`config.mk`:
```
export PLATFORM = sky130hd
export DESIGN_NAME = imem_loader_flat
export DESIGN_NICKNAME = d
export VERILOG_FILES = /design/src/rtl/loader_pkg.sv /design/src/rtl/imem_loader_if.sv /design/src/rtl/ldr_word_pack.sv /design/src/rtl/imem_loader.sv /design/src/flat_wrapper.sv
export SDC_FILE = /design/constraint.sdc
export NUM_CORES = 1
export LEC_CHECK = 0
export ABC_AREA = 1
export CELL_PAD_IN_SITES_DETAIL_PLACEMENT = 0
export CELL_PAD_IN_SITES_GLOBAL_PLACEMENT = 2
export CORE_UTILIZATION = 30
export DETAILED_ROUTE_END_ITERATION = 16
export PLACE_DENSITY = 0.76
export SYNTH_ARGS = -nofsm -noshare
export SYNTH_HDL_FRONTEND = slang
export SYNTH_HIERARCHICAL = 1
export SYNTH_SLANG_ARGS = --single-unit
```
`constraint.sdc`:
```
create_clock -name clk -period 3.4 [get_ports clk]
set_clock_uncertainty 0.2 [all_clocks]
set_input_delay 0.51 -clock clk [delete_from_list [all_inputs] [get_ports clk]]
set_output_delay 0.51 -clock clk [all_outputs]
set_load 0.1 [all_outputs]
```
`src/rtl/loader_pkg.sv`:
```
// Shared types and constants for the instruction-memory boot loader.
// Contents: loader FSM state enum, frame magic byte, word-count width and
// a checksum helper.
package loader_pkg;

    typedef enum logic [2:0] {
        StIdle,
        StLen0,
        StLen1,
        StData,
        StCsum,
        StDone,
        StErr
    } ldr_state_t;

    localparam logic [7:0]  LDR_MAGIC = 8'hA5;
    localparam int unsigned LDR_CNT_W = 16;

    typedef logic [LDR_CNT_W-1:0] ldr_cnt_t;

    // 8-bit modular running sum of payload bytes.
    function automatic logic [7:0] csum_add(input logic [7:0] acc, input logic [7:0] b);
        return acc + b;
    endfunction

endpackage

```
`src/rtl/imem_loader_if.sv`:
```
// Bus bundle between the boot loader and its environment.
// Byte stream in : s_valid, s_data (to loader), s_ready (from loader).
// Memory write   : wr_en, wr_addr, wr_data (from loader), wr_ready (to loader).
// Modports: master = loader side (drives s_ready and the write port),
//           slave  = environment side (byte source and instruction memory).
interface imem_loader_if #(
    parameter int unsigned ADDR_W = 10
);
    logic              s_valid;
    logic [7:0]        s_data;
    logic              s_ready;
    logic              wr_en;
    logic              wr_ready;
    logic [ADDR_W-1:0] wr_addr;
    logic [31:0]       wr_data;

    modport master (
        input  s_valid, s_data, wr_ready,
        output s_ready, wr_en, wr_addr, wr_data
    );

    modport slave (
        output s_valid, s_data, wr_ready,
        input  s_ready, wr_en, wr_addr, wr_data
    );
endinterface

```
`src/rtl/ldr_word_pack.sv`:
```
// Packs payload bytes into a little-endian 32-bit word.
// Ports:
//   clk, rst    : clock, asynchronous active-high reset
//   clear       : restart packing at byte 0 (new frame)
//   byte_en     : accept byte_in this cycle
//   byte_in     : payload byte
//   word        : word including the byte being accepted this cycle
//   word_valid  : strobe, byte_en on the 4th byte of a word; word is complete
module ldr_word_pack (
    input  logic        clk,
    input  logic        rst,
    input  logic        clear,
    input  logic        byte_en,
    input  logic [7:0]  byte_in,
    output logic [31:0] word,
    output logic        word_valid
);

    logic [1:0]  idx_q;
    logic [31:0] word_q;

    // Insert the incoming byte at its lane so the full word is visible on the
    // same cycle as the 4th byte's handshake.
    always_comb begin
        word = word_q;
        unique case (idx_q)
            2'd0: word[7:0]   = byte_in;
            2'd1: word[15:8]  = byte_in;
            2'd2: word[23:16] = byte_in;
            2'd3: word[31:24] = byte_in;
            default: word = word_q;
        endcase
    end

    assign word_valid = byte_en && (idx_q == 2'd3);

    always_ff @(posedge clk or posedge rst) begin
        if (rst) begin
            idx_q  <= 2'd0;
            word_q <= 32'd0;
        end else if (clear) begin
            idx_q  <= 2'd0;
            word_q <= 32'd0;
        end else if (byte_en) begin
            idx_q  <= idx_q + 2'd1;
            word_q <= word;
        end
    end

endmodule

```
`src/rtl/imem_loader.sv`:
```
// Byte-stream boot loader for the instruction memory.
// Frame: A5, N[7:0], N[15:8], N*4 payload bytes (LE words), 8-bit payload sum.
// Words go to consecutive word addresses from 0; the core is held in reset
// until a full image with a good checksum has been written.
// Ports:
//   clk, rst   : clock, asynchronous active-high reset
//   bus        : imem_loader_if.master (byte stream in, memory write port out)
//   core_hold  : holds the core in reset
//   done       : image loaded, checksum good (level)
//   err        : load failed (level)
// Parameters: ADDR_W (byte-address width), TIMEOUT_CYC (inter-byte timeout).
// Optional feature: define LOADER_TIMEOUT_EN to enable the inter-byte timeout.
module imem_loader
    import loader_pkg::*;
#(
    parameter int unsigned ADDR_W      = 10,
    parameter int unsigned TIMEOUT_CYC = 100000
) (
    input  logic           clk,
    input  logic           rst,
    imem_loader_if.master  bus,
    output logic           core_hold,
    output logic           done,
    output logic           err
);

    localparam int unsigned DEPTH = 2 ** (ADDR_W - 2);

    ldr_state_t        state_q, state_d;
    logic              rdy_q;
    logic [7:0]        len_lo_q;
    ldr_cnt_t          cnt_q;
    ldr_cnt_t          words_q;
    logic [ADDR_W-1:0] addr_q;
    logic [7:0]        csum_q;
    logic              wr_en_q;
    logic [ADDR_W-1:0] wr_addr_q;
    logic [31:0]       wr_data_q;
    logic              hold_q;
    logic              done_q;
    logic              err_q;

    logic              wr_stall;
    logic              byte_xfer;
    logic              all_in;
    logic              pack_en;
    logic [31:0]       pack_word;
    logic              word_valid;
    ldr_cnt_t          len_full;
    logic              start;
    logic              load_ok;
    logic              load_bad;

    assign wr_stall  = wr_en_q && !bus.wr_ready;
    assign byte_xfer = bus.s_valid && bus.s_ready;
    assign all_in    = (words_q == cnt_q);
    assign pack_en   = byte_xfer && (state_q == StData) && !all_in;
    assign len_full  = {bus.s_data, len_lo_q};

    ldr_word_pack u_pack (
        .clk        (clk),
        .rst        (rst),
        .clear      (start),
        .byte_en    (pack_en),
        .byte_in    (bus.s_data),
        .word       (pack_word),
        .word_valid (word_valid)
    );

`ifdef LOADER_TIMEOUT_EN
    localparam int unsigned TMO_W = $clog2(TIMEOUT_CYC + 1);

    logic [TMO_W-1:0] tmo_q;
    logic             tmo_active;
    logic             tmo_fire;

    assign tmo_active = (state_q == StLen0) || (state_q == StLen1) ||
                        (state_q == StData) || (state_q == StCsum);
    assign tmo_fire   = tmo_active && !byte_xfer && !wr_stall &&
                        (tmo_q == TMO_W'(TIMEOUT_CYC - 1));

    // Idle-cycle counter; frozen while the memory is back-pressuring us.
    always_ff @(posedge clk or posedge rst) begin
        if (rst) begin
            tmo_q <= '0;
        end else if (!tmo_active || byte_xfer) begin
            tmo_q <= '0;
        end else if (!wr_stall) begin
            tmo_q <= tmo_q + TMO_W'(1);
        end
    end
`else
    logic unused_tmo_cfg;
    assign unused_tmo_cfg = ^TIMEOUT_CYC;
`endif

    always_comb begin
        state_d  = state_q;
        start    = 1'b0;
        load_ok  = 1'b0;
        load_bad = 1'b0;
        unique case (state_q)
            StIdle, StDone, StErr: begin
                if (byte_xfer && (bus.s_data == LDR_MAGIC)) begin
                    state_d = StLen0;
                    start   = 1'b1;
                end
            end
            StLen0: begin
                if (byte_xfer) state_d = StLen1;
            end
            StLen1: begin
                if (byte_xfer) begin
                    if (32'(len_full) > DEPTH) begin
                        state_d  = StErr;
                        load_bad = 1'b1;
                    end else if (len_full == '0) begin
                        state_d = StCsum;
                    end else begin
                        state_d = StData;
                    end
                end
            end
            StData: begin
                // All words received: wait here until the last write is
                // accepted. A byte that arrives meanwhile can only transfer in
                // the accepting cycle, and it is the checksum.
                if (all_in) begin
                    if (byte_xfer) begin
                        if (bus.s_data == csum_q) begin
                            state_d = StDone;
                            load_ok = 1'b1;
                        end else begin
                            state_d  = StErr;
                            load_bad = 1'b1;
                        end
                    end else if (!wr_stall) begin
                        state_d = StCsum;
                    end
                end
            end
            StCsum: begin
                if (byte_xfer) begin
                    if (bus.s_data == csum_q) begin
                        state_d = StDone;
                        load_ok = 1'b1;
                    end else begin
                        state_d  = StErr;
                        load_bad = 1'b1;
                    end
                end
            end
            default: state_d = StIdle;
        endcase
`ifdef LOADER_TIMEOUT_EN
        if (tmo_fire) begin
            state_d  = StErr;
            load_bad = 1'b1;
        end
`endif
    end

    always_ff @(posedge clk or posedge rst) begin
        if (rst) state_q <= StIdle;
        else     state_q <= state_d;
    end

    always_ff @(posedge clk or posedge rst) begin
        if (rst) begin
            rdy_q     <= 1'b0;
            len_lo_q  <= 8'd0;
            cnt_q     <= '0;
            words_q   <= '0;
            addr_q    <= '0;
            csum_q    <= 8'd0;
            wr_en_q   <= 1'b0;
            wr_addr_q <= '0;
            wr_data_q <= 32'd0;
            hold_q    <= 1'b1;
            done_q    <= 1'b0;
            err_q     <= 1'b0;
        end else begin
            rdy_q <= 1'b1;
            if (start) begin
                words_q <= '0;
                addr_q  <= '0;
                csum_q  <= 8'd0;
                hold_q  <= 1'b1;
                done_q  <= 1'b0;
                err_q   <= 1'b0;
            end
            if (byte_xfer && (state_q == StLen0)) len_lo_q <= bus.s_data;
            if (byte_xfer && (state_q == StLen1)) cnt_q <= len_full;
            if (pack_en) csum_q <= csum_add(csum_q, bus.s_data);
            // A new word cannot complete while a write is pending: bytes are
            // blocked during a stall and a write never outlives one byte slot.
            if (word_valid) begin
                wr_en_q   <= 1'b1;
                wr_addr_q <= addr_q;
                wr_data_q <= pack_word;
                addr_q    <= addr_q + ADDR_W'(4);
                words_q   <= words_q + ldr_cnt_t'(1);
            end else if (wr_en_q && bus.wr_ready) begin
                wr_en_q <= 1'b0;
            end
            if (load_ok) begin
                done_q <= 1'b1;
                hold_q <= 1'b0;
            end
            if (load_bad) begin
                err_q  <= 1'b1;
                hold_q <= 1'b1;
            end
        end
    end

    assign bus.s_ready = rdy_q && !wr_stall;
    assign bus.wr_en   = wr_en_q;
    assign bus.wr_addr = wr_addr_q;
    assign bus.wr_data = wr_data_q;
    assign core_hold   = hold_q;
    assign done        = done_q;
    assign err         = err_q;

endmodule

```
`src/flat_wrapper.sv`:
```
// flat-port wrapper written by rule: the top's interface ports become plain ports
module imem_loader_flat import loader_pkg::*;
#(
    parameter int unsigned ADDR_W      = 10,
    parameter int unsigned TIMEOUT_CYC = 100000
)
  (clk, rst, core_hold, done, err, bus_s_valid, bus_s_data, bus_wr_ready, bus_s_ready, bus_wr_en, bus_wr_addr, bus_wr_data);
  imem_loader_if #(.ADDR_W(ADDR_W)) bus_i ();
  input  logic clk;
  input  logic rst;
  output logic core_hold;
  output logic done;
  output logic err;
  input wire logic [$bits(bus_i.s_valid)-1:0] bus_s_valid;
  input wire logic [$bits(bus_i.s_data)-1:0] bus_s_data;
  input wire logic [$bits(bus_i.wr_ready)-1:0] bus_wr_ready;
  output wire logic [$bits(bus_i.s_ready)-1:0] bus_s_ready;
  output wire logic [$bits(bus_i.wr_en)-1:0] bus_wr_en;
  output wire logic [$bits(bus_i.wr_addr)-1:0] bus_wr_addr;
  output wire logic [$bits(bus_i.wr_data)-1:0] bus_wr_data;
  assign bus_i.s_valid = bus_s_valid;
  assign bus_i.s_data = bus_s_data;
  assign bus_i.wr_ready = bus_wr_ready;
  assign bus_s_ready = bus_i.s_ready;
  assign bus_wr_en = bus_i.wr_en;
  assign bus_wr_addr = bus_i.wr_addr;
  assign bus_wr_data = bus_i.wr_data;
  imem_loader #(.ADDR_W(ADDR_W), .TIMEOUT_CYC(TIMEOUT_CYC)) u_core (.clk(clk), .rst(rst), .bus(bus_i), .core_hold(core_hold), .done(done), .err(err));
endmodule
```
==> Yosys cells after proc, flatten, opt, wreduce, memory -nomap -nowiden <==
Index checks and enable logic that the tools add are counted.
{ "classes": {"n_lt_le_gt_ge": 1, "n_reduce_logical": 24, "shifts": 0, "n_div": 0, "n_eq_ne": 18, "bitwise": 0, "multipliers": 0, "n_addsub": 4, "n_mux": 45} }
{ "op_table": {"columns": ["op", "count"], "rows": [
  ["2-to-1 mux 32 bit", 2],
  ["2-to-1 mux 8 bit", 6],
  ["2-to-1 mux 16 bit", 2],
  ["2-to-1 mux 3 bit", 9],
  ["2-to-1 mux 10 bit", 2],
  ["2-to-1 mux 1 bit", 18],
  ["adder 16 x 1 -> 16 bit, second input constant", 1],
  ["equality test 16 bit", 1],
  ["> comparator 16 x 9 -> 1 bit, second input constant", 1],
  ["logical NOT 16 bit", 1],
  ["case mux 3 bit (5 select lines)", 1],
  ["adder 10 x 3 -> 10 bit, second input constant", 1],
  ["logical AND 1 bit", 10],
  ["inequality test 2 x 1 -> 1 bit, second input constant", 5],
  ["nonzero test 2 bit", 5],
  ["equality test 3 bit, second input constant", 3],
  ["adder 8 bit", 1],
  ["equality test 8 bit", 1],
  ["equality test 8 bit, second input constant", 1],
  ["equality test 3 x 2 -> 1 bit, second input constant", 2],
  ["2-to-1 mux 2 bit", 3],
  ["AND reduction 6 bit", 1],
  ["equality test 2 bit, second input constant", 2],
  ["equality test 3 x 1 -> 1 bit, second input constant", 1],
  ["other kinds (10)", 12]
]} }
{ "totals": {"wordCells": 107, "latchBits": 0, "output_inout_bits": 47, "register_bits": 142, "mem_bits_ro": 0, "ramBits": 0, "memories": 0} }

==> Longest topological paths before layout <==
Gate-level depths: netlist of run 1.
{ "depth": {"depth_word": 11, "ltp_mapped": 18, "ltp_nobuf": 17} }

==> Modules after synthesis <==
Netlist of run 1, hierarchy kept.
{ "by_module_without_submodules": {"columns": ["mod", "cells_each", "n_inst", "area_per_inst_um2"], "rows": [
  ["imem_loader", 659, 1, 5228.8],
  ["ldr_word_pack", 257, 1, 1755.4]
]} }

==> Least setup slack after synthesis of run 1 <==
OpenSTA, ideal clock, no wires.
{ "synth_path": {"path_kind": "register to register", "from": "reg u_core.wr_en_q (netlist: u_core/bus.wr_en)", "to": "reg u_core.wr_addr_q[9] (netlist: u_core/bus.wr_addr[9])", "period_less_slack_ps": 2877, "n_path_buf": 3, "stages_incl_launch_ff": 13, "t_arrival_ps": 2610, "path_slack_ps": 523, "t_required_ps": 3133, "cell_sequence": "dfrtp_1 > nand2_1 > nand3_2 > nor2_1 > nand2_2 > inv_1 > nand2_1 > inv_1 > clkbuf_1 > clkbuf_1 > buf_2 > nand2_1 > nand2_1"} }
{ "synth_between": {"elab_chain_len": 7} }
{ "synth_lines": {"columns": ["element", "line_no", "source"], "rows": [
  ["from (decl)", "imem_loader.sv:36", "logic wr_en_q;"],
  ["from (signal assigned)", "imem_loader.sv:176", "wr_en_q <= 1'b0;"],
  ["from (signal assigned)", "imem_loader.sv:198", "wr_en_q <= 1'b1;"],
  ["from (signal assigned)", "imem_loader.sv:204", "wr_en_q <= 1'b0;"],
  ["logical AND 1 bit", "imem_loader.sv:54", "assign wr_stall = wr_en_q && !bus.wr_ready;"],
  ["logical NOT 1 bit", null, null],
  ["logical AND 1 bit", "imem_loader.sv:217", "assign bus.s_ready = rdy_q && !wr_stall;"],
  ["logical AND 1 bit", "imem_loader.sv:55", "assign byte_xfer = bus.s_valid && bus.s_ready;"],
  ["logical AND 1 bit (2 in series)", "imem_loader.sv:57", "assign pack_en = byte_xfer && (state_q == StData) && !all_in;"],
  ["via u_core.pack_en", "imem_loader.sv:46", "logic pack_en;"],
  ["logical AND 1 bit", "ldr_word_pack.sv:35", "assign word_valid = byte_en && (idx_q == 2'd3);"],
  ["via u_core.word_valid", "imem_loader.sv:48", "logic word_valid;"],
  ["to (signal assigned)", "imem_loader.sv:199", "wr_addr_q <= addr_q;"],
  ["to (decl)", "imem_loader.sv:37", "logic [ADDR_W-1:0] wr_addr_q;"]
]} }
The timed path passes the listed nets, and every way through them passes these cells.
A chain may end at the register's enable or synchronous reset.

==> Worst setup path after layout of run 1 <==
{ "layout_path": {"from": "reg u_core.words_q[2]", "to": "reg u_core.words_q[14]"} }
{ "layout_between": {"elab_chain_len": 5, "word_cells_on_any_way": 7, "classes_between": "1 x add/sub; 1 x eq/ne; 1 x mux; 4 x reduce/logical"} }
{ "layout_lines": {"columns": ["element", "line_no", "source"], "rows": [
  ["from (decl)", "imem_loader.sv:33", "ldr_cnt_t words_q;"],
  ["from (signal assigned)", "imem_loader.sv:202", "words_q <= words_q + ldr_cnt_t'(1);"],
  ["equality test 16 bit *", "imem_loader.sv:56", "assign all_in = (words_q == cnt_q);"],
  ["logical NOT 1 bit *", "imem_loader.sv:57", null],
  ["logical AND 1 bit *", "imem_loader.sv:57", null],
  ["via u_core.pack_en", "imem_loader.sv:46", null],
  ["logical AND 1 bit *", "ldr_word_pack.sv:35", null],
  ["via u_core.word_valid", "imem_loader.sv:48", null],
  ["2-to-1 mux 16 bit / nonzero test 2 bit (equally long branches)", null, null]
]} }
Mark *: on every way through the listed nets, which the timed path passes. The rest lies on a longest branch.

==> results of run 1 <==
==> cell families after synthesis <==
family | Yosys count
adders and majority gates | 14
xor gates and xnor gates | 12
muxes | 1
and+or+nand+nor | 558
buffers and inverters | 113
other | 2
AOI/OAI and AO/OA | 78
DFF | 138
==> stage by stage <==
stage	hold slack (ns)	util, %	cells	total power, mW
finish	0.272	37.1	1280	8.02
global route	0.289	37.1	1280	8.58
detailed placement	0.260	34.3	1248	6.02
CTS	0.276	37.1	1280	8.12
floorplan	0.249	-	917	5.22
global placement	0.256	34.3	1248	6.03
==> final cells by class <==
| class | count | area, um2 | share of cell area, % |
|---|---|---|---|
| Clock buffer | 22 | 484 | 5.74 |
| Clock inverter | 10 | 163 | 1.93 |
| Inverter | 83 | 317 | 3.75 |
| Multi-Input combinational cell | 666 | 3050 | 36.2 |
| Sequential cell | 138 | 3450 | 41.0 |
| Tap cell | 285 | 357 | 4.23 |
| Timing Repair Buffer | 76 | 611 | 7.24 |
==> power by group <==
| group | internal, mW | switching (mW) | total (mW) |
|---|---|---|---|
| Sequential | 2.25 | 0.395 | 2.65 |
| Combinational | 0.915 | 2.41 | 3.32 |
| Clock | 1.31 | 0.745 | 2.05 |
==> critical path: stages, from the launching register on <==
cell	delay, ns
dfrtp_1	0.42
inv_1	0.06
nand2_1	0.05
nand2_1	0.05
nor2_1	0.13
nand2_1	0.10
nor2_2	0.22
nand2_1	0.12
nand2_2	0.08
inv_1	0.09
nand2_1	0.08
clkinv_1	0.11
buf_4	0.24
nor2_4	0.23
clkinv_2	0.28
o21ai_0	0.25
==> cell usage after synthesis (3+ instances only) <==
master / instances
xnor2_1: 4
nand3_1: 32
inv_1: 77
inv_2: 5
nand3_2: 9
o21ai_1: 3
buf_1: 3
buf_4: 5
buf_2: 10
clkbuf_1: 9
xor2_1: 8
nand4_1: 9
o21ai_2: 14
nand2_1: 451
o21ai_0: 41
nor2_1: 41
nand2_2: 3
nor2_2: 5
nor3_1: 3
dfrtp_1: 137
a21oi_1: 15
ha_1: 13
==> worst max-delay path by stage <==
| stage | start | endpoint | depth (start not counted) |
|---|---|---|---|
| 2_1_floorplan | u_core/bus.wr_en$_DFFE_PP0P_ | u_core/bus.wr_addr[9]$_DFFE_PP0P_ | 12 |
| 3_3_place_gp | bus_s_data[0] | u_core/core_hold$_DFFE_PP1P_ | 11 |
| 3_5_place_dp | bus_s_data[0] | u_core/core_hold$_DFFE_PP1P_ | 11 |
| 4_1_cts | u_core/words_q[2]$_DFFE_PP0P_ | u_core/words_q[14]$_DFFE_PP0P_ | 15 |
| 5_1_grt | u_core/words_q[2]$_DFFE_PP0P_ | u_core/words_q[14]$_DFFE_PP0P_ | 15 |
| 6_report | u_core/words_q[2]$_DFFE_PP0P_ | u_core/words_q[14]$_DFFE_PP0P_ | 15 |
==> metal layers <==
layer  vias to the layer above  track usage, %  routed length (um)
met5                         -               0                   0
met4                         0            5.85                 250
met3                        18            3.22                 592
met2                        89            25.7                8330
met1                      2694            23.5                9600
li1                       2967               -                   -
==> state kept, by name, summed over array words and instances, names as in the netlist, 8 cells and up <==
register and cells:
u_core/u_pack/word_q 32, u_core/bus.wr_addr 8, u_core/len_lo_q 8, u_core/bus.wr_data 32
u_core/words_q 16, u_core/addr_q 8, u_core/csum_q 8, u_core/cnt_q 16
==> results, run 1 <==
- The beginning of the worst hold path is u_core/bus.wr_data[3]$_DFFE_PP0P_.
- The data arrival time of the worst path is 2.95 ns.
- The critical path data required time is 3.53 ns.
- The cell chosen for the clock root is clkbuf_16.
- Setup repair after global routing left no endpoint under its margin.
- The total of warnings raised by yosys is 6.
- The antenna diode count is 0.
- The setup path with the least slack is of type reg2reg.
- For the pin with the worst max-slew slack, the measured transition is 0.904 ns.
- The clock sink count is 138.
- The initial utilization of the core area, before any placement, comes to 30.8%.
- The post-route netlist has 14.3% of its cells at a drive strength greater than 1.
- The largest family of logic cells by synthesized area is simple AND/OR/NAND/NOR gates.
- The global-route usage over all layers is 16.8%.
- Using the TritonRoute via totals, the vias-per-cell ratio works out to 4.51.
- The number of buffers added on ports is 56.
- From left edge to right edge, the die measures 155 um.
- The first detailed-routing pass ran for 7 iterations.
- The number of fill cells is 2397.
- Of the total synthesized cell area, the portion taken by XOR and XNOR cells is 1.50%.
- For the worst flop-to-flop path, the logic depth is 15.
- The adder-cell share of the synthesized area is 2.62%.
- The count of final hold-check violations came to 0.
- The die covers 23900 um2.
- The startpoint type of the worst setup path is a flop.
- The end point of the most critical hold path is u_core/bus.wr_data[3]$_DFFE_PP0P_.
- Along the worst hold path, the cell count comes to 2.
- The largest buffer count on any clock path is 2.
- The tool flagged a number of max-cap violations equal to 0.
- The startpoint of the worst register-to-register path is u_core/words_q[2]$_DFFE_PP0P_.
- The final wirelength is 18.8 mm.
- The final net count is 1008.
- Summing the areas of all compound-gate instances in the mapped netlist gives 6.65% of the synthesized area.
- The floorplan die height is 155 um.
- Synthesis handed over a netlist of 916 instances.
- The number of DRC markers after the initial detailed-route iteration is 343.
- The biggest fanout along the worst timing path is 22.
- The final critical-path setup slack is 0.576 ns.
- The fraction of synthesized cell area taken by the top area cell type is 49.1%.
- The peak ir drop on the vdd network is 0.720 mV.
- The count of pins over their slew limit is 0.
- The clock buffer count from CTS is 17.
- The number of synthesized flops with an enable pin is 0.
- After layout, the worst path uses 83.0% of the clock period.
- For this design the static power due to leakage is 4.53 nW.
- The layout overhead on the synthesized area is 20.8%.
- The per-instance average area after synthesis is 7.62 um2.
- The power density over cell area is 951 nW/um2.
- The core region is 22700 um2.
- Setup slack on the worst reg-to-reg path comes out at 0.58 ns.
- Sequential elements use 49.5% of the synthesized area.
- The top flip-flop cell by instance count after synthesis is dfrtp_1.
- The most common library cell in the layout ignoring fill and taps is nand2_1.
- Post-CTS timing repair inserted 0 buffers for setup.
- The via count of the first global-routing pass is 5622.
- In this run the tightest slew margin relative to its limit is 39.6%.
- Of the post-synthesis cell area, the part taken by muxes is 0.161%.
- The first global-routing pass estimated 30.6 mm of wire.
- By area the synthesized netlist is led by dfrtp_1, nand2_1, inv_1, o21ai_0, ha_1.
- Derived from the worst setup path, the maximum achievable clock frequency is 354 MHz.
- The HPWL after detailed placement is 12.9 mm.
- The unique cell type count in the Yosys netlist is 37.
- Dividing the detail-routed wire length by the instance count gives 14.7 um.
- After detailed placement, the total cell area comes to 7790 um2.
- The post-detailed-route count of antenna-violating nets is 0.
- After clock tree synthesis, the clock-pin slew on the worst setup and hold paths is 0.06 ns.
- The total number of H-tree levels is 4.
- At the end of routability-driven placement, the weighted congestion stood at 0.797.
- Global routing finished with a remaining overflow of 0.
- The number of hold buffers added after CTS was 0.
- After routing, the total negative slack on setup checks comes to 0 ns.
- Leaving out fill and tap cells, the most frequent cells in the layout are nand2_1, dfrtp_1, inv_1.
- The flow ran to the end, and the final reports show no timing, DRC or antenna violations.
- The worst-skew pair later-pin latency is 0.43 ns.
- Summing the areas of all and, or, nand and nor instances in the mapped netlist gives 32.6% of the synthesized area.
- Prior to clock tree synthesis, the placed netlist has a worst setup slack of 0.345 ns.
- The total standard cell area after synthesis is 6980 um2.
- In this run the count of I/O pins placed on the die edge is 59.
- The endpoint class of the critical path is a flop.
- The type of the tightest min-delay check is reg2reg.
- For the finished layout, the period the worst path requires is 2.82 ns.
- The cell area after layout is 8440 um2.
- TritonCTS built the clock tree.
- For this run, design rule violations remaining after detail routing come to 0.
- The largest area contributor in the synthesized netlist is dfrtp_1.
- The terminus of the critical flop-to-flop path is u_core/words_q[14]$_DFFE_PP0P_.
- The post-cts gate resize count is 0.
- The share of async-settable or async-resettable flops after synthesis is 100%.
- Entering global routing, the biggest net connects 105 pins.
- The site row count is 55.
- The via count of the routed design is 5768.
- The final setup violation count is 0.
- The initial antenna violation count is 0.
- The number of register bits inferred by synthesis is 138.
No activity file was read; power rests on OpenSTA's default activity.
==> run 2: changes to the inputs <==
--- a/config.mk
+++ b/config.mk
@@ -10,7 +10,7 @@
 export CELL_PAD_IN_SITES_GLOBAL_PLACEMENT = 2
 export CORE_UTILIZATION = 30
 export DETAILED_ROUTE_END_ITERATION = 16
-export PLACE_DENSITY = 0.76
+export PLACE_DENSITY = 0.74
 export SYNTH_ARGS = -nofsm -noshare
 export SYNTH_HDL_FRONTEND = slang
 export SYNTH_HIERARCHICAL = 1
==> constraint.sdc (replaced) <==
create_clock -name clk -period 2.9 [get_ports clk]
set_clock_uncertainty 0.2 [all_clocks]
set_input_delay 0.435 -clock clk [delete_from_list [all_inputs] [get_ports clk]]
set_output_delay 0.435 -clock clk [all_outputs]
set_load 0.1 [all_outputs]
==> run 2 against run 1 <==
Power rose by 18%. Combinational power grew 17%. Largest power group unchanged. Final cell count rose by 1.1%. Via count about the same. Final area up 2.1%. Highest routed layer unchanged.
==> results, run 2 (synthesis gave the netlist of run 1 again) <==
- The run finished with clean final reports.
- The effective utilization at floorplan is 30.8% (unchanged).
- The first-pass GRT wire length is 31.1 mm (+1.7%).
- The area of combinational cells with multiple inputs is 3060 um2 (+0.16%).
- The worst-skew pair later-pin latency is 0.42 ns (about the same).
- The worst slew margin relative to its limit came to 43.2% (+3.6 points).
- The endpoint class of the critical path is a flop.
- The critical path data required time was 3.05 ns (-0.48 ns).
- The number of DRC markers after the initial detailed-route iteration is 310 (-9.6%).
- The total number of H-tree levels is 4 (unchanged).
- The final worst hold slack came to 0.258 ns (-0.0139 ns).
- The most common library cell in the layout ignoring fill and taps is nand2_1.
- The clock tree from TritonCTS is built.
- The critical path's largest stage delay is 0.41 ns (about the same).
- The detailed-route vias per instance is 4.46 (-1.1%).
- By instance count, the cell type seen most on the critical path is nand2_1.
- The transition time at the pin with the least slew margin is 0.851 ns (-0.0535 ns).
- Setup repair after global routing left no endpoint under its margin.
- The largest buffer count on any clock path is 2 (unchanged).
- The weighted congestion at the end of routability-driven global placement came to 0.752 (-5.6%).
- The startpoint-to-endpoint class of the critical path is reg2reg.
- The site row count came to 55 (unchanged).
- Clock tree synthesis selected as its root buffer the cell clkbuf_16.
- The peak ir drop on the vdd network came to 0.538 mV (-25%).
- The total negative slack is 0 ns (unchanged).
- STA classifies the critical path startpoint as a flop.
- The x dimension of the die is 155 um (unchanged).
- The post-detailed-route count of antenna-violating nets is 0 (unchanged).
- The number of fill cells is 2422 (+1.0%).
- The count of pins over their slew limit is 0 (unchanged).
- The final HPWL from detailed placement is 13.2 mm (+2.3%).
- The share of the core filled with cells in the final layout is 37.9% (+0.79 points).
- The critical-path cell with the highest stage delay is dfrtp_1.
- The via count of the first global-routing pass is 5833 (+3.8%).
- In this run the worst hold path is classified as in2async.
- The clock sink count was 138 (unchanged).
- The count of TritonRoute iterations in the first routing pass is 7 (unchanged).
- The static power due to leakage is 4.61 nW (+1.8%).
- Traced cell by cell, the critical path runs through inv_1 -> nand2_1 -> nand2_1 -> a21oi_1 -> nand2_1 -> nor2_2 -> nand2_1 -> nand2_2 -> inv_1 -> nand2_1 -> clkinv_1 -> buf_4 -> nor2_4 -> clkinv_2 -> buf_12 -> o21ai_2.
- The ratio of final minimum period to clock period is 87.8% (+4.8 points).
- The register clock-pin slew on the reported worst setup and hold paths is 0.07 ns (about the same).
- The final wirelength was 18.5 mm (-1.6%).
- The global-route usage over all layers is 16.9% (+0.18 points).
- The post-CTS setup buffer count is 0 (unchanged).
- The power density over cell area is 1100 nW/um2 (+15%).
- The final critical-path setup slack was 0.352 ns (-0.224 ns).
- In the layout the commonest cells are nand2_1, dfrtp_1, inv_1.
- The biggest fanout along the worst timing path came to 10 (-55%).
- The count of final hold-check violations was 0 (unchanged).
- The initial antenna violation count came to 0 (unchanged).
- The fraction of layout cells with a size suffix above 1 is 15.3% (+0.99 points).
- The final net count is 1022 (+1.4%).
- The floorplan die height is 155 um (unchanged).
- The area of the die is 23900 um2 (unchanged).
- The remaining global-route overflow came to 0 (unchanged).
- The data arrival time of the worst path is 2.70 ns (-0.25 ns).
- The number of buffers added on ports is 56 (unchanged).
- The core outline area was 22700 um2 (unchanged).
- The per-cell routed wire length was 14.3 um (-2.6%).
- Relative to the synthesized area, the layout overhead comes to 23.3%.
- The highest clock frequency the design can meet is 393 MHz (+11%).
- The final setup violation count is 0 (unchanged).
- The worst slack at placement is 0.0506 ns (-0.294 ns).
- The pin count of the biggest net entering global routing is 60 (-43%).
- The total power came to 9.45 mW (+18%).
- The clock buffer count from CTS is 17 (unchanged).
- The antenna diode count is 0 (unchanged).
- The count of maximum capacitance violations came to 0 (unchanged).
- The top-level port count is 59 (unchanged).
- The via count of the routed design is 5765 (-0.052%).
- The post-route DRC violation count was 0 (unchanged).
- The time the worst path needs with I/O delays and setup is 2.55 ns (-0.276 ns).
- The sequential cell area in the final layout is 3450 um2 (unchanged).
-- run 2: power breakdown --
group | internal (mW) | switching [mW] | total (mW)
clock | 1.58 | 0.873 | 2.45
sequential | 2.64 | 0.459 | 3.10
combinational | 1.10 | 2.81 | 3.90
total | 5.31 | 4.14 | 9.45
-- run 2: repair_timing --
item,CTS,global route
hold buffers,0,0
gates resized for setup,0,1
endpoints found under the setup margin,0,1
-- run 2: area by class of cell --
cell class	instances	area share, %
Sequential cell	138	40.1
Multi-Input combinational cell	666	35.5
Timing Repair Buffer	90	9.03
Clock buffer	22	5.39
Inverter	83	3.67
Clock inverter	10	2.19
Tap cell	285	4.14
-- run 2: worst paths after layout --
check | start | endpoint | slack (ns) | depth (start not counted)
min in group clk | u_core/bus.wr_addr[9]$_DFFE_PP0P_ | u_core/bus.wr_addr[9]$_DFFE_PP0P_ | 0.27 | 2
setup reg to reg | u_core/words_q[10]$_DFFE_PP0P_ | u_core/words_q[11]$_DFFE_PP0P_ | 0.35 | 16
max in group asynchronous | rst | u_core/u_pack/word_q[18]$_DFFE_PP0P_ | 1.84 | 3
hold reg to reg | u_core/bus.wr_addr[9]$_DFFE_PP0P_ | u_core/bus.wr_addr[9]$_DFFE_PP0P_ | 0.27 | 2
hold / removal | rst | u_core/bus.wr_data[7]$_DFFE_PP0P_ | 0.26 | 3
setup / recovery | u_core/words_q[10]$_DFFE_PP0P_ | u_core/words_q[11]$_DFFE_PP0P_ | 0.35 | 16
-- run 2: metal layers --
layer | vias to the layer above | routed length (um) | track usage, %
met5 | - | 0 | 0
met4 | 0 | 267 | 5.80
met1 | 2677 | 9170 | 22.8
li1 | 2995 | - | -
met2 | 76 | 8580 | 27.6
met3 | 17 | 454 | 2.72
-- run 2: through the flow --
stage,std cells,instance area [um2]
final,1294,8610
after global routing,1294,8610
after CTS,1294,8610
after detailed placement,1262,7960
after global placement,1262,7960
after floorplan,917,6990
-- run 2: worst max-delay path, delay by kind of cell, from the launching register on --
family	cells	cell delay, ns
AND/OR/NAND/NOR	8	0.75
buffers and inverters	6	0.89
flip-flops	1	0.41
AO/OA/AOI/OAI	2	0.23
==> run 3: changes to the inputs <==
--- a/config.mk
+++ b/config.mk
@@ -8,6 +8,7 @@
 export ABC_AREA = 1
 export CELL_PAD_IN_SITES_DETAIL_PLACEMENT = 0
 export CELL_PAD_IN_SITES_GLOBAL_PLACEMENT = 2
+export CORE_ASPECT_RATIO = 1.2
 export CORE_UTILIZATION = 30
 export DETAILED_ROUTE_END_ITERATION = 16
 export PLACE_DENSITY = 0.74
==> run 3 against run 2 <==
Utilization fell by 0.41 points. Critical endpoint is now u_core/words_q[12]$_DFFE_PP0P_. Hold slack improved by 0.0099 ns. Final cell count rose by 1.2%. Clock power fell by 12%. Highest routed layer unchanged. Non-clock buffer count fell by 8. Sequential share of layout area rose by 0.65 points. Register-to-register slack got worse by 0.09 ns. Combinational power fell by 1%.
==> results, run 3 (synthesis gave the netlist of run 1 again) <==
- The total number of H-tree levels is 4 (unchanged).
- The clock sink count came to 138 (unchanged).
- The number of DRC markers after the initial detailed-route iteration is 302 (-2.6%).
- The total of hold buffers inserted after clock tree synthesis is 0 (unchanged).
- The via count of the routed design came to 5666 (-1.7%).
- The count of pins over their slew limit is 0 (unchanged).
- The site row count is 60 (+9.1%).
- Relative to the synthesized area, the layout overhead comes to 21.4%.
- The worst slew margin relative to its limit is 42.4% (-0.76 points).
- The per-cell routed wire length was 13.7 um (-3.8%).
- The final setup violation count is 0 (unchanged).
- The count of TritonRoute iterations in the first routing pass is 4 (-3).
- In this run the most used layer during global routing was met2.
- The largest buffer count on any clock path is 2 (unchanged).
- The post-cts gate resize count was 0 (unchanged).
- The final HPWL from detailed placement is 12.5 mm (-4.8%).
- The weighted congestion at the end of routability-driven global placement is 0.782 (+4.0%).
- The area of the die came to 23900 um2 (about the same).
- The detailed-route vias per instance came to 4.33 (-2.8%).
- The static power due to leakage is 4.54 nW (-1.5%).
- In this design, the critical path's most frequently occurring cell is nand2_1.
- The count of final hold-check violations is 0 (unchanged).
- The critical path data required time is 3.03 ns (-0.02 ns).
- The x dimension of the die is 141 um (-8.6%).
- The via count of the first global-routing pass was 5703 (-2.2%).
- The effective utilization at floorplan is 30.9% (+0.15 points).
- On the critical path, the stage with the largest delay is an instance of dfrtp_1.
- The power density over cell area came to 1080 nW/um2 (-1.9%).
- The count of maximum capacitance violations is 0 (unchanged).
- The initial antenna violation count was 0 (unchanged).
- Traced cell by cell, the critical path runs through inv_1 -> nand2_1 -> nand2_1 -> nor2_1 -> nand2_1 -> nor2_2 -> nand2_1 -> nand2_2 -> inv_1 -> nand2_1 -> inv_1 -> buf_4 -> nor2_4 -> clkinv_2 -> o21ai_0.
- The pin count of the biggest net entering global routing came to 105 (+75%).
- The final wirelength is 18.0 mm (-2.7%).
- The critical path is of the reg2reg type.
- The transition time at the pin with the least slew margin is 0.862 ns (+0.0114 ns).
- The time the worst path needs with I/O delays and setup is 2.63 ns (+0.0869 ns).
- The highest clock frequency the design can meet is 380 MHz (-3.3%).
- Leaving out fill and tap cells, the most frequent cells in the layout are nand2_1, dfrtp_1, inv_1.
- The data arrival time of the worst path was 2.76 ns (+0.06 ns).
- The post-detailed-route count of antenna-violating nets is 0 (unchanged).
- The met3 capacity usage during global routing came to 2.74% (+0.019 points).
- The remaining global-route overflow came to 0 (unchanged).
- The ratio of final minimum period to clock period came to 90.8% (+3.0 points).
- Setup repair after global routing left no endpoint under its margin.
- Leaving out fill and tap cells, the most frequent cell in the layout is nand2_1.
- The final net count is 1014 (-0.78%).
- The biggest fanout along the worst timing path is 12 (+2).
- The fraction of layout cells with a size suffix above 1 is 14.6% (-0.65 points).
- The number of fill cells came to 2390 (-1.3%).
- The cell chosen for the clock root is clkbuf_16.
- The clock tree from TritonCTS is built.
- The critical path's largest stage delay is 0.41 ns (about the same).
- The total negative slack came to 0 ns (unchanged).
- The clock buffer count from CTS is 17 (unchanged).
- The register clock-pin slew on the reported worst setup and hold paths was 0.06 ns (about the same).
- STA classifies the critical path startpoint as a flop.
- The top-level port count came to 59 (unchanged).
- The post-CTS setup buffer count is 0 (unchanged).
- The first-pass GRT wire length was 30.1 mm (-3.0%).
- The antenna diode count is 0 (unchanged).
- STA classifies the critical path endpoint as a flop.
- The gate family responsible for the most delay along the worst path is simple AND/OR/NAND/NOR gates.
- The routing usage on met2 is 26.7% (-0.83 points).
- The post-route DRC violation count is 0 (unchanged).
- The floorplan die height is 169 um (+9.4%).
- The type of the tightest min-delay check is reg2reg.
- The core outline area is 22600 um2 (-0.50%).
- The number of buffers and inverters on the critical path was 5 (-1).
- The run finished with clean final reports.
- The peak ir drop on the vdd network is 0.447 mV (-17%).
- The met1 track demand over resource is 22.0% (-0.83 points).
- The global-route usage over all layers is 16.4% (-0.53 points).
- The number of buffers added on ports is 56 (unchanged).
- The worst-skew pair later-pin latency is 0.42 ns (about the same).
- The total power was 9.13 mW (-3.4%).
[run 3: changes by cell type in the layout (fill, tap and decap cells not counted), sizes merged]
cell,before,now
buf,79,71
bufinv,5,2
clkinv,2,5
clkbuf,22,21
clkinvlp,5,4
[run 3: worst register-to-register path, cell delays in order (launching register included)]
cell and delay [ns]:
dfrtp_1 0.41, inv_1 0.11, nand2_1 0.07, nand2_1 0.05, nor2_1 0.12, nand2_1 0.10, nor2_2 0.21, nand2_1 0.15
nand2_2 0.09, inv_1 0.10, nand2_1 0.09, inv_1 0.09, buf_4 0.19, nor2_4 0.12, clkinv_2 0.24, o21ai_0 0.23
[run 3: layout make-up]
class / count / area [um2] / area share [%]
sequential: 138 / 3450 / 40.7
multi-input combinational: 666 / 3050 / 36.0
timing repair buffer: 82 / 681 / 8.03
clock buffer: 21 / 470 / 5.55
tap: 310 / 388 / 4.57
inverter: 83 / 317 / 3.73
clock inverter: 9 / 118 / 1.39
[run 3: worst paths after layout]
| kind | from | endpoint | slack (ns) | cells past startpoint |
|---|---|---|---|---|
| setup / recovery | u_core/words_q[7]$_DFFE_PP0P_ | u_core/words_q[12]$_DFFE_PP0P_ | 0.27 | 15 |
| hold / removal | u_core/bus.wr_data[24]$_DFFE_PP0P_ | u_core/bus.wr_data[24]$_DFFE_PP0P_ | 0.27 | 2 |
| setup reg to reg | u_core/words_q[7]$_DFFE_PP0P_ | u_core/words_q[12]$_DFFE_PP0P_ | 0.27 | 15 |
| hold reg to reg | u_core/bus.wr_data[24]$_DFFE_PP0P_ | u_core/bus.wr_data[24]$_DFFE_PP0P_ | 0.27 | 2 |
| max in group asynchronous | rst | u_core/state_q[0]$_DFFE_PP0P_ | 1.69 | 3 |
| min in group asynchronous | rst | u_core/u_pack/word_q[8]$_DFFE_PP0P_ | 0.32 | 3 |
[run 3: layer usage]
layer  up-vias  wire length (um)
li1       2976                 -
met1      2608              8820
met2        78              8650
met3         4               434
met4         0                84
met5         -                 0
[run 3: through the flow]
| step | setup WS (ns) | area, um2 | cells | hold WS [ns] | utilization [%] |
|---|---|---|---|---|---|
| after floorplan | 0.0228 | 6990 | 917 | 0.249 | - |
| after global placement | 0.168 | 7890 | 1279 | 0.257 | 34.9 |
| after detailed placement | 0.134 | 7890 | 1279 | 0.260 | 34.9 |
| after CTS | 0.215 | 8480 | 1309 | 0.275 | 37.5 |
| after global routing | 0.00540 | 8480 | 1309 | 0.289 | 37.5 |
| final | 0.266 | 8480 | 1309 | 0.268 | 37.5 |
[run 3: power by group]
group	internal (mW)	total [mW]	switching, mW
sequential	2.64	3.12	0.475
clock	1.33	2.16	0.830
combinational	1.08	3.85	2.77
